[src/rtl/hermes_pkt_tx_if.sv]
// Producer write port and Hermes credit link of the packet transmitter, plus its status lines.
// master is the producer/receiver environment, slave is the transmitter.
interface hermes_pkt_tx_if #(
   parameter int HERMES_FLIT_SIZE = 32,
   parameter int BUFFER_SIZE      = 16
);
   logic                          wr_en;
   logic                          wr_eop;
   logic [HERMES_FLIT_SIZE-1:0]   wr_data;
   logic                          wr_full;
   logic                          noc_tx;
   logic                          noc_eop;
   logic                          noc_credit;
   logic [HERMES_FLIT_SIZE-1:0]   noc_data;
   logic [$clog2(BUFFER_SIZE):0]  pkts;
   logic                          busy;
   logic                          err;

   modport master (
      output wr_en, wr_eop, wr_data, noc_credit,
      input  wr_full, noc_tx, noc_eop, noc_data, pkts, busy, err
   );

   modport slave (
      input  wr_en, wr_eop, wr_data, noc_credit,
      output wr_full, noc_tx, noc_eop, noc_data, pkts, busy, err
   );
endinterface

[src/rtl/hermes_pkt_tx.sv]
// Hermes credit-based flit transmitter: FIFO-buffers producer flits and streams them to a
// receiver, optionally holding each packet until its EOP flit has been buffered.
module hermes_pkt_tx #(
   parameter int HERMES_FLIT_SIZE = 32,
   parameter int BUFFER_SIZE      = 16,
   parameter bit STORE_FORWARD    = 1'b1
) (
   input  logic           clk_i,
   input  logic           rst_ni,
   hermes_pkt_tx_if.slave bus
);
   localparam int PW = $clog2(BUFFER_SIZE);
   localparam int CW = PW + 1;

   typedef enum logic {IDLE, PKT} state_t;

   typedef struct packed {
      logic                        eop;
      logic [HERMES_FLIT_SIZE-1:0] data;
   } flit_t;

   flit_t         mem [BUFFER_SIZE];
   logic [PW-1:0] wr_ptr;
   logic [PW-1:0] rd_ptr;
   logic [CW-1:0] count;
   logic [CW-1:0] pkts;
   state_t        state;
   logic          force_cut;
   logic          err;

   logic          empty;
   logic          full;
   logic          tx;
   logic          head_eop;
   logic          wr_accept;
   logic          rd_xfer;
   logic          oversize;

   // Everything the receiver sees is decoded from registered state only, never from credit.
   // The oversize case is a store-forward packet that can never complete inside the FIFO.
   always_comb begin
      empty     = (count == '0);
      full      = (count == CW'(BUFFER_SIZE));
      head_eop  = mem[rd_ptr].eop;
      if (state == PKT) begin
         tx = !empty;
      end else begin
         tx = !empty && (!STORE_FORWARD || (pkts != '0) || force_cut);
      end
      wr_accept = bus.wr_en && !full;
      rd_xfer   = tx && bus.noc_credit;
      oversize  = STORE_FORWARD && (state == IDLE) && full && (pkts == '0);
   end

   // Flit storage is not reset; contents are meaningless until written.
   always_ff @(posedge clk_i) begin
      if (wr_accept) begin
         mem[wr_ptr] <= {bus.wr_eop, bus.wr_data};
      end
   end

   // Pointers, occupancy, packet count, packet FSM and the sticky oversize error.
   always_ff @(posedge clk_i or negedge rst_ni) begin
      if (!rst_ni) begin
         wr_ptr    <= '0;
         rd_ptr    <= '0;
         count     <= '0;
         pkts      <= '0;
         state     <= IDLE;
         force_cut <= 1'b0;
         err       <= 1'b0;
      end else begin
         if (wr_accept) begin
            wr_ptr <= wr_ptr + PW'(1);
         end
         if (rd_xfer) begin
            rd_ptr <= rd_ptr + PW'(1);
         end

         if (wr_accept && !rd_xfer) begin
            count <= count + CW'(1);
         end else if (!wr_accept && rd_xfer) begin
            count <= count - CW'(1);
         end

         if ((wr_accept && bus.wr_eop) && !(rd_xfer && head_eop)) begin
            pkts <= pkts + CW'(1);
         end else if (!(wr_accept && bus.wr_eop) && (rd_xfer && head_eop)) begin
            pkts <= pkts - CW'(1);
         end

         case (state)
            IDLE: begin
               if (rd_xfer && !head_eop) begin
                  state <= PKT;
               end
            end
            PKT: begin
               if (rd_xfer && head_eop) begin
                  state <= IDLE;
               end
            end
            default: state <= IDLE;
         endcase

         if (rd_xfer && head_eop) begin
            force_cut <= 1'b0;
         end else if (oversize) begin
            force_cut <= 1'b1;
         end

         if (oversize) begin
            err <= 1'b1;
         end
      end
   end

   assign bus.wr_full  = full;
   assign bus.noc_tx   = tx;
   assign bus.noc_eop  = head_eop;
   assign bus.noc_data = mem[rd_ptr].data;
   assign bus.pkts     = pkts;
   assign bus.busy     = !empty || (state == PKT);
   assign bus.err      = err;
endmodule

[src/flat_wrapper.sv]
// flat-port wrapper written by rule: the top's interface ports become plain ports
module hermes_pkt_tx_flat 
#(
   parameter int HERMES_FLIT_SIZE = 32,
   parameter int BUFFER_SIZE      = 16,
   parameter bit STORE_FORWARD    = 1'b1
)
  (clk_i, rst_ni, bus_wr_en, bus_wr_eop, bus_wr_data, bus_noc_credit, bus_wr_full, bus_noc_tx, bus_noc_eop, bus_noc_data, bus_pkts, bus_busy, bus_err);
  hermes_pkt_tx_if #(.HERMES_FLIT_SIZE(HERMES_FLIT_SIZE), .BUFFER_SIZE(BUFFER_SIZE)) bus_i ();
  input  logic clk_i;
  input  logic rst_ni;
  input wire logic [$bits(bus_i.wr_en)-1:0] bus_wr_en;
  input wire logic [$bits(bus_i.wr_eop)-1:0] bus_wr_eop;
  input wire logic [$bits(bus_i.wr_data)-1:0] bus_wr_data;
  input wire logic [$bits(bus_i.noc_credit)-1:0] bus_noc_credit;
  output wire logic [$bits(bus_i.wr_full)-1:0] bus_wr_full;
  output wire logic [$bits(bus_i.noc_tx)-1:0] bus_noc_tx;
  output wire logic [$bits(bus_i.noc_eop)-1:0] bus_noc_eop;
  output wire logic [$bits(bus_i.noc_data)-1:0] bus_noc_data;
  output wire logic [$bits(bus_i.pkts)-1:0] bus_pkts;
  output wire logic [$bits(bus_i.busy)-1:0] bus_busy;
  output wire logic [$bits(bus_i.err)-1:0] bus_err;
  assign bus_i.wr_en = bus_wr_en;
  assign bus_i.wr_eop = bus_wr_eop;
  assign bus_i.wr_data = bus_wr_data;
  assign bus_i.noc_credit = bus_noc_credit;
  assign bus_wr_full = bus_i.wr_full;
  assign bus_noc_tx = bus_i.noc_tx;
  assign bus_noc_eop = bus_i.noc_eop;
  assign bus_noc_data = bus_i.noc_data;
  assign bus_pkts = bus_i.pkts;
  assign bus_busy = bus_i.busy;
  assign bus_err = bus_i.err;
  hermes_pkt_tx #(.HERMES_FLIT_SIZE(HERMES_FLIT_SIZE), .BUFFER_SIZE(BUFFER_SIZE), .STORE_FORWARD(STORE_FORWARD)) u_core (.clk_i(clk_i), .rst_ni(rst_ni), .bus(bus_i));
endmodule
[config.mk]
export PLATFORM = sky130hd
export DESIGN_NAME = hermes_pkt_tx_flat
export DESIGN_NICKNAME = d
export VERILOG_FILES = /design/src/rtl/hermes_pkt_tx_if.sv /design/src/rtl/hermes_pkt_tx.sv /design/src/flat_wrapper.sv
export SDC_FILE = /design/constraint.sdc
export NUM_CORES = 1
export LEC_CHECK = 0
export BUFFER_PORTS_ARGS = -buffer_cell sky130_fd_sc_hd__buf_2
export CAP_MARGIN = 20
export CORE_ASPECT_RATIO = 1.25
export CORE_MARGIN = 2
export CORE_UTILIZATION = 45
export CTS_CLUSTER_SIZE = 20
export DETAILED_ROUTE_END_ITERATION = 10
export SYNTH_ARGS = -nofsm -noshare
export SYNTH_HDL_FRONTEND = slang
export SYNTH_SLANG_ARGS = --single-unit
[constraint.sdc]
create_clock -name clk_i -period 5 [get_ports clk_i]
set_input_delay 0.5 -clock clk_i [delete_from_list [all_inputs] [get_ports clk_i]]
set_output_delay 0.5 -clock clk_i [all_outputs]
set_load 0.05 [all_outputs]
### Word level (Yosys, flattened, before mapping)

Memories as Yosys holds them, arrays and structs flattened.
Cells that the tools add are included.

* RAM bits: 528
* bits in latches: 0
* register bits after elaboration: 21
* word-level logic and storage cells: 55
* output and inout bits: 42
* memory bits (read-only): 0
* memories: 1

* equal/unequal tests: 1
* shift-type cells: 0
* multipliers: 0
* $lt $le $gt $ge: 0
* multiplexer cells: 12
* bitwise logic cells: 1
* reductions and logical operators: 27
* add/sub/neg operators: 6
* div/mod/pow operators: 0

Memories
* u_core.mem: words 16, width 33, read ports 1, clocked after Yosys merged registers in 0, write ports 1, RTL line hermes_pkt_tx.sv:22 `flit_t mem [BUFFER_SIZE];`

Operator list (count)
* $mux W5: 4
* $logic_and A1 B1 Y1: 12
* $add A5 B1 Y5 const B: 2
* $logic_not A5 Y1: 2
* $sub A5 B1 Y5 const B: 2
* $add A4 B1 Y4 const B: 2
* $logic_not A1 Y1: 7
* $mux W1: 7
* $reduce_bool A2 Y1: 3
* $eq A5 B5 Y1 const B: 1
* $reduce_bool A5 Y1: 1
* $logic_or A1 B1 Y1: 2
* $pmux W1 S2: 1
* $not A1 Y1: 1

### Depth between registers and ports, before layout

Gate-level depths: netlist of run 1.

* depth after elaboration: 9
* mapped depth: 15

### Worst setup path after synthesis of run 1

Ideal clock, no wire load.

* path kind: register to register
* start: reg u_core.count[0]
* end: mem u_core.mem[3][0] (netlist bit) (enable)
* setup slack: 1.137 ns
* buffers on the path: 1
* clock period less this slack: 3.863 ns
* cell stages (with the launch flop): 7
* arrival: 3.399 ns
* required time: 4.536 ns
* cells stage by stage: dfrtp_1 -> nor4_1 -> nand2_1 -> and2_1 -> clkbuf_1 -> nand2_1 -> nor3_1

* longest elaborated chain between the ends: 5

Ends and longest elaborated chain
* from (decl): RTL line hermes_pkt_tx.sv:25 `logic [CW-1:0] count;`
* from (signal assigned): RTL line hermes_pkt_tx.sv:81 `count <= count + CW'(1);`
* from (signal assigned): RTL line hermes_pkt_tx.sv:83 `count <= count - CW'(1);`
* $eq A5 B5 Y1: RTL line hermes_pkt_tx.sv:43 `full = (count == CW'(BUFFER_SIZE));`
* $logic_not A1 Y1: RTL line hermes_pkt_tx.sv:50 `wr_accept = bus.wr_en && !full;`
* $logic_and A1 B1 Y1: RTL line hermes_pkt_tx.sv:50
* net u_core.wr_accept: RTL line hermes_pkt_tx.sv:35 `logic wr_accept;`
* $mux W1: RTL line hermes_pkt_tx.sv:57 `if (wr_accept) begin`
* $mux W1 (implied by the code): RTL line hermes_pkt_tx.sv:58 `mem[wr_ptr] <= {bus.wr_eop, bus.wr_data};`
* to (decl): RTL line hermes_pkt_tx.sv:22

The timed path passes the listed nets, and every way through them passes these cells.

### Worst setup path after layout of run 1

* start: reg u_core.rd_ptr[1]
* end: out bus_noc_data[26]

* longest elaborated chain between the ends: 1

Ends and longest elaborated chain
* from (decl): RTL line hermes_pkt_tx.sv:24 `logic [PW-1:0] rd_ptr;`
* from (signal assigned): RTL line hermes_pkt_tx.sv:77 `rd_ptr <= rd_ptr + PW'(1);`
* $mem_v2 Z16 W33
* to (decl): RTL line flat_wrapper.sv:19 `output wire logic [$bits(bus_i.noc_data)-1:0] bus_noc_data;`

No other way between the ends.

==> flow_metrics.tcl, run 1 <==
set metrics [dict create \
    status "finished, final reports clean" \
    chipWidth_um 198 \
    cts.sinks 549 \
    sw_frac_of_total 0.337 \
    drive_gt1_frac 0.339 \
    drc 0 \
    intPower_mw 9.56 \
    grt_max_degree 80 \
    hold_class "primary input to flip-flop" \
    arrival_ps 3310 \
    fmax_mhz 263 \
    fin_crit_ps 3810 \
    ys_types 34 \
    post_cts_resize_count 0 \
    setup_tns_ps 0 \
    hold_buffers 1 \
    num-fill-cells 3622 \
    drt_first_pass_iters 5 \
    seq_area_frac_synth 0.776 \
    synth_top_flop_cell "edfxtp_1" \
    max_slew_margin 0.260 \
    cpMostUsedCell "mux4_2" \
    ys_seq_elements 549 \
    crit_path_max_fanout 79 \
    netlist_area_um2 21100 \
    crit_chain "buf_12 -> mux4_2 -> mux4_2 -> buf_2" \
    syn_nets 935 \
    post_drt_wl_per_cell_um 26.8 \
    critPathKind "flip-flop to primary output" \
    cp_slowest_cell "dfrtp_4" \
    layout_commonest_cell "edfxtp_1" \
    ys_async_sr_fraction 0.0383 \
    p_leak_nw 7.65 \
    yosys_warnings 0 \
    cpPeakStageDelay_ps 1030 \
    gp_congestion 0.718 \
    antenna_found_initial 2 \
    viasPerCell 5.76 \
    pwr-share-seq 0.412 \
    finClkSkew_ps 16.2 \
    first_global_vias 9850 \
    via_count 9331 \
    cts-htree-levels 2 \
    ir_drop_mv 0.358 \
    worstPathRequired_ps 4500 \
    cp_top_family "flip-flops" \
    path_buf_inv 2 \
    die_area_um2 48700 \
    core_area_um2 46200 \
    rsz0062_at_grt "no" \
    cts_tree "done" \
    finalSetupViolations 0 \
    finalNetCount 1048 \
    switchingPower_mw 4.86 \
    synthCells 883 \
    holdWs_ps 297 \
    synthToLayoutAreaGrowth_pct 13.3 \
    cts_setup_buffers 0 \
    final_core_util 0.517 \
    routed_wl_um 43400 \
    p_per_area_nw_per_um2 603 \
    clk_latency_ps 570 \
    n_antenna_cell 0 \
    fin_crit_sh 0.761 \
    io_pins 79 \
    overflow 0 \
    drt_iter0_drc 861 \
    numCtsBuffers 51 \
    grt_usage 0.185 \
    p_comb_frac 0.333 \
    worstSetupEndpointType "primary output" \
    pwr-share-clk 0.255 \
    rows 88 \
    hold_viol 0 \
    dp_hpwl_um 22600 \
    worst_pin_slew_ps 1110 \
    die_h_um 246 \
    clk_pin_slew_ps 60 \
    most-common-layout-cells "edfxtp_1 (528), mux4_2 (160), buf_2 (78)" \
    cp-start-kind "flip-flop" \
    portBuffers 78 \
    grt_pass1_wl_um 64400 \
    final_antenna_net_count 0 \
    syn_area_per_cell_um2 23.9 \
    slew_violations 0 \
    maxCapViolations 0 \
    clockRootBuffer "clkbuf_16" \
    synth_enable_flop_cells 528 \
    start_util 0.456 \
    clk_path_buf_depth 3 \
]
[through the flow]
stage | instances | setup WS [ps] | area [um2] | total power, mW
floorplan | 883 | 1140 | 21100 | 9.72
global placement | 1527 | 1540 | 22300 | 10.9
detailed placement | 1527 | 1520 | 22300 | 11.0
CTS | 1621 | 1140 | 23900 | 14.6
global route | 1621 | 1100 | 23900 | 15.0
finish | 1621 | 1190 | 23900 | 14.4
[cells by family after synthesis]
family	Yosys count	share of synthesized area
buffers and inverters	56	0.0139
and+or+nand+nor	57	0.0123
adders and majority gates	15	0.00960
muxes	171	0.176
DFF	549	0.776
xor gates and xnor gates	15	0.00622
AOI/OAI and AO/OA	20	0.00581
[path summary, 6_finish.rpt]
check / slack (ps) / cells after the start / startpoint / end
max: 1190 / 4 / u_core.rd_ptr[1] / bus_noc_data[26]
min: 300 / 1 / bus_wr_data[9] / u_core.mem[0][9]
max reg2reg: 1470 / 13 / u_core.rd_ptr[1] / u_core.bus.pkts[4]
min reg2reg: 470 / 1 / u_core.bus.err / u_core.bus.err
max in group asynchronous: 4180 / 2 / rst_ni / u_core.rd_ptr[2]
min in group asynchronous: 430 / 2 / rst_ni / u_core.count[3]
[registers in the layout, indices dropped and copies added, names as in the netlist, named ones only]
signal,count
u_core.bus.err,1
u_core.bus.pkts,5
u_core.count,5
u_core.force_cut,1
u_core.mem,528
u_core.rd_ptr,4
u_core.wr_ptr,4
[cell usage after synthesis (all sizes together), types with 6 or more instances]
cell    number  share of area
nor2        16         0.0028
ha          13         0.0077
edfxtp     528           0.75
mux2i       10         0.0047
nand2       19         0.0034
dfrtp       21          0.025
mux4       160           0.17
inv         11         0.0020
xnor2       11         0.0046
buf         23         0.0080
o21ai        6         0.0014
clkbuf      22         0.0039
[routing by layer]
| metal | track usage | vias up | part of all wire |
|---|---|---|---|
| met1 | 0.245 | 5067 | 0.41 |
| met3 | 0.0275 | 68 | 0.043 |
| met5 | 0 | - | 0.00062 |
| met4 | 0.0504 | 4 | 0.022 |
| met2 | 0.321 | 224 | 0.52 |
| li1 | - | 3968 | - |
[power by group through the flow]
stage	logic, mW	clock network, mW	registers (mW)
3_3_place_gp	4.88	0	6.03
2_1_floorplan	3.86	0	5.87
6_report	4.80	3.67	5.95
5_1_grt	5.10	3.93	6.01
3_5_place_dp	4.90	0	6.06
4_1_cts	4.91	3.76	5.96
[layout make-up]
type                       count  area (um2)  share of cell area
clock buffer                  63        1340              0.0561
inverter                      11        41.3             0.00173
sequential                   549       16400               0.685
clock inverter                30         234             0.00978
tap                          585         732              0.0306
timing repair buffer         105         633              0.0265
multi-input combinational    278        4540               0.190
Note: power is estimated with default switching activity, not from simulation.
==> run 2, diff against run 1 <==
- ABC_AREA: not set -> 1
- clock period: 5 -> 3.55 ns (I/O delays scaled with it)
==> run 2 against run 1 <==
- via count increased by 47%
- sequential cell count did not move
- final area rose by 3.7%
- register-to-register slack worse by 620 ps
- critical path type unchanged
==> flow_metrics.tcl, run 2 <==
set metrics [dict create \
    gp_congestion 0.749 \
    clk_latency_ps 580 \
    finalPower_mw 21.5 \
    cts-htree-levels 2 \
    ys_async_sr_fraction 0.0383 \
    regToRegEndpoint "u_core.bus.pkts[4]" \
    synth_common_cells "edfxtp_1 (528), nor2_1 (384), o21ai_0 (240)" \
    pwr-share-seq 0.376 \
    cp-start-kind "flip-flop" \
    ff2ff_path_depth 15 \
    ys_types 28 \
    cts_setup_buffers 0 \
    layout_commonest_cell "edfxtp_1" \
    seq_area_frac_synth 0.743 \
    numCtsBuffers 51 \
    most-common-layout-cells "edfxtp_1 (528), nor2_1 (368), o21ai_0 (240)" \
    finClkSkew_ps 17.5 \
    rows 90 \
    clockRootBuffer "clkbuf_16" \
    reg_top3 "u_core.mem: 528 flops, u_core.bus.pkts: 5 flops, u_core.count: 5 flops" \
    status "finished, final reports clean" \
    yosys-top-cells-area "edfxtp_1 (72%), nor2_1 (6.5%), o21ai_0 (5.5%)" \
    worst_pin_slew_ps 1080 \
    crit_path_max_fanout 112 \
    antenna_found_initial 2 \
    synthToLayoutAreaGrowth_pct 12.6 \
    p_leak_nw 8.27 \
    fmax_mhz 300 \
    ys_seq_elements 549 \
    pwr-share-clk 0.237 \
    viasPerCell 5.61 \
    num-fill-cells 4076 \
    arrival_ps 2980 \
    synth_enable_flop_cells 528 \
    hp-start "bus_wr_data[18]" \
    switchingPower_mw 8.75 \
    grt_max_degree 193 \
    maxCapViolations 0 \
    finalNetCount 1814 \
    clk_pin_slew_ps 60 \
    p_comb_frac 0.387 \
    largest-register "u_core.mem" \
    worstPathRequired_ps 3190 \
    intPower_mw 12.8 \
    syn_area_per_cell_um2 12.9 \
    n_antenna_cell 0 \
    fin_crit_ps 3330 \
    regArea_um2 16400 \
    synth_top_flop_cell "edfxtp_1" \
    dp_hpwl_um 26400 \
    clk_path_buf_depth 3 \
    routed_wl_um 52400 \
    hold_viol 0 \
    portBuffers 78 \
    fin_crit_sh 0.939 \
    netlist_area_um2 22000 \
    via_count 13700 \
    final_antenna_net_count 0 \
    sw_frac_of_total 0.407 \
    drt_first_pass_iters 5 \
    chipWidth_um 202 \
    critPathKind "flip-flop to primary output" \
    core_area_um2 48300 \
    drt_iter0_drc 1151 \
    overflow 0 \
    synth_top_area_share 0.719 \
    min_to "u_core.mem[9][18]" \
    multi_input_area_um2 5060 \
    post_drt_wl_per_cell_um 21.4 \
    regToRegStartpoint "u_core.rd_ptr[0]" \
    hold_class "primary input to flip-flop" \
    r2r_slack_ps 850 \
    hold_depth 1 \
    p_per_area_nw_per_um2 867 \
    holdWs_ps 148 \
    grt_usage 0.206 \
    final_core_util 0.514 \
    synth_top_area_cell "edfxtp_1" \
    drive_gt1_frac 0.114 \
    die_area_um2 50800 \
    finalSetupViolations 0 \
    max_slew_margin 0.280 \
    start_util 0.456 \
    synth_most_common_cell "edfxtp_1" \
    first_global_vias 13400 \
    setup_tns_ps 0 \
    largest_reg_flops 528 \
    ir_drop_mv 0.665 \
    die_h_um 251 \
    grt_pass1_wl_um 80000 \
    cts_tree "done" \
    io_pins 79 \
    rsz0062_at_grt "no" \
    drc 0 \
    yosys_warnings 0 \
    worstSetupEndpointType "primary output" \
    syn_nets 1757 \
    synthCells 1705 \
    cts.sinks 549 \
    slew_violations 0 \
]
-- run 2: changes by cell type in the layout (fill, tap and decap cells not counted), moves of 10 or more --
cell / previous run / this run
a21oi_1: 5 / 20
mux2i_1: 10 / 0
nor2_1: 4 / 368
inv_1: 10 / 44
o211ai_1: 0 / 125
buf_12: 3 / 16
o21ai_1: 4 / 25
nand3_1: 4 / 81
nand2_1: 19 / 84
mux4_2: 160 / 0
o21ai_0: 2 / 240
-- run 2: worst max-delay path: stages (launching register included) --
cell and delay (ps):
dfrtp_4 580, inv_6 290, buf_12 470, nor2_1 70, nor2_1 110, o21ai_0 120, o211ai_1 120, nand3_1 110
nand2_1 180, buf_2 290
-- run 2: kinds of logic after synthesis --
group                    count (synthesis)  share of synthesized area
buffers and inverters                  157                     0.0325
AND/OR/NAND/NOR                        555                      0.100
flip-flops                             549                      0.743
AO/OA/AOI/OAI                          417                      0.110
adder cells (fa/ha/maj)                 15                    0.00920
XOR/XNOR                                12                    0.00477
-- run 2: how the worst max path moves through the flow --
stage	slack [ps]	from	end
2_1_floorplan	830	u_core.count[0]	u_core.mem[11][0]
3_3_place_gp	880	u_core.rd_ptr[0]	bus_noc_data[22]
3_5_place_dp	850	u_core.rd_ptr[0]	bus_noc_data[24]
4_1_cts	220	u_core.rd_ptr[0]	bus_noc_data[4]
5_1_grt	40	u_core.rd_ptr[0]	bus_noc_data[4]
6_report	220	u_core.rd_ptr[0]	bus_noc_data[4]
-- run 2: power groups by stage --
stage | Sequential (mW) | Combinational [mW] | Clock (mW)
after global routing | 8.15 | 9.15 | 5.41
after CTS | 8.10 | 8.44 | 5.19
after floorplan | 8.24 | 6.01 | 0
final | 8.10 | 8.32 | 5.09
after global placement | 8.20 | 8.31 | 0
after detailed placement | 8.23 | 8.41 | 0
-- run 2: timing repair --
action,4_1_cts,5_1_grt
hold buffers,1,0
hold endpoints to repair,21,0
gates resized for setup,0,0
-- run 2: final cells by class --
class | instances | area share
Clock buffer | 67 | 0.0547
Clock inverter | 21 | 0.00635
Inverter | 49 | 0.00762
Multi-Input combinational cell | 999 | 0.204
Sequential cell | 549 | 0.661
Tap cell | 644 | 0.0325
Timing Repair Buffer | 112 | 0.0342
-- run 2: routing by layer --
metal | GRT usage | part of all wire | up-vias
li1 | - | - | 6320
met1 | 0.275 | 0.43 | 6917
met2 | 0.352 | 0.49 | 364
met3 | 0.0278 | 0.048 | 90
met4 | 0.0655 | 0.026 | 4
met5 | 0 | 0.00040 | -
-- run 2: through the flow --
stage | area, um2 | cells | setup slack, ps
final | 24800 | 2441 | 216
after global placement | 23300 | 2352 | 877
after detailed placement | 23300 | 2352 | 851
after CTS | 24800 | 2441 | 215
after global routing | 24800 | 2441 | 35.3
after floorplan | 22000 | 1705 | 834
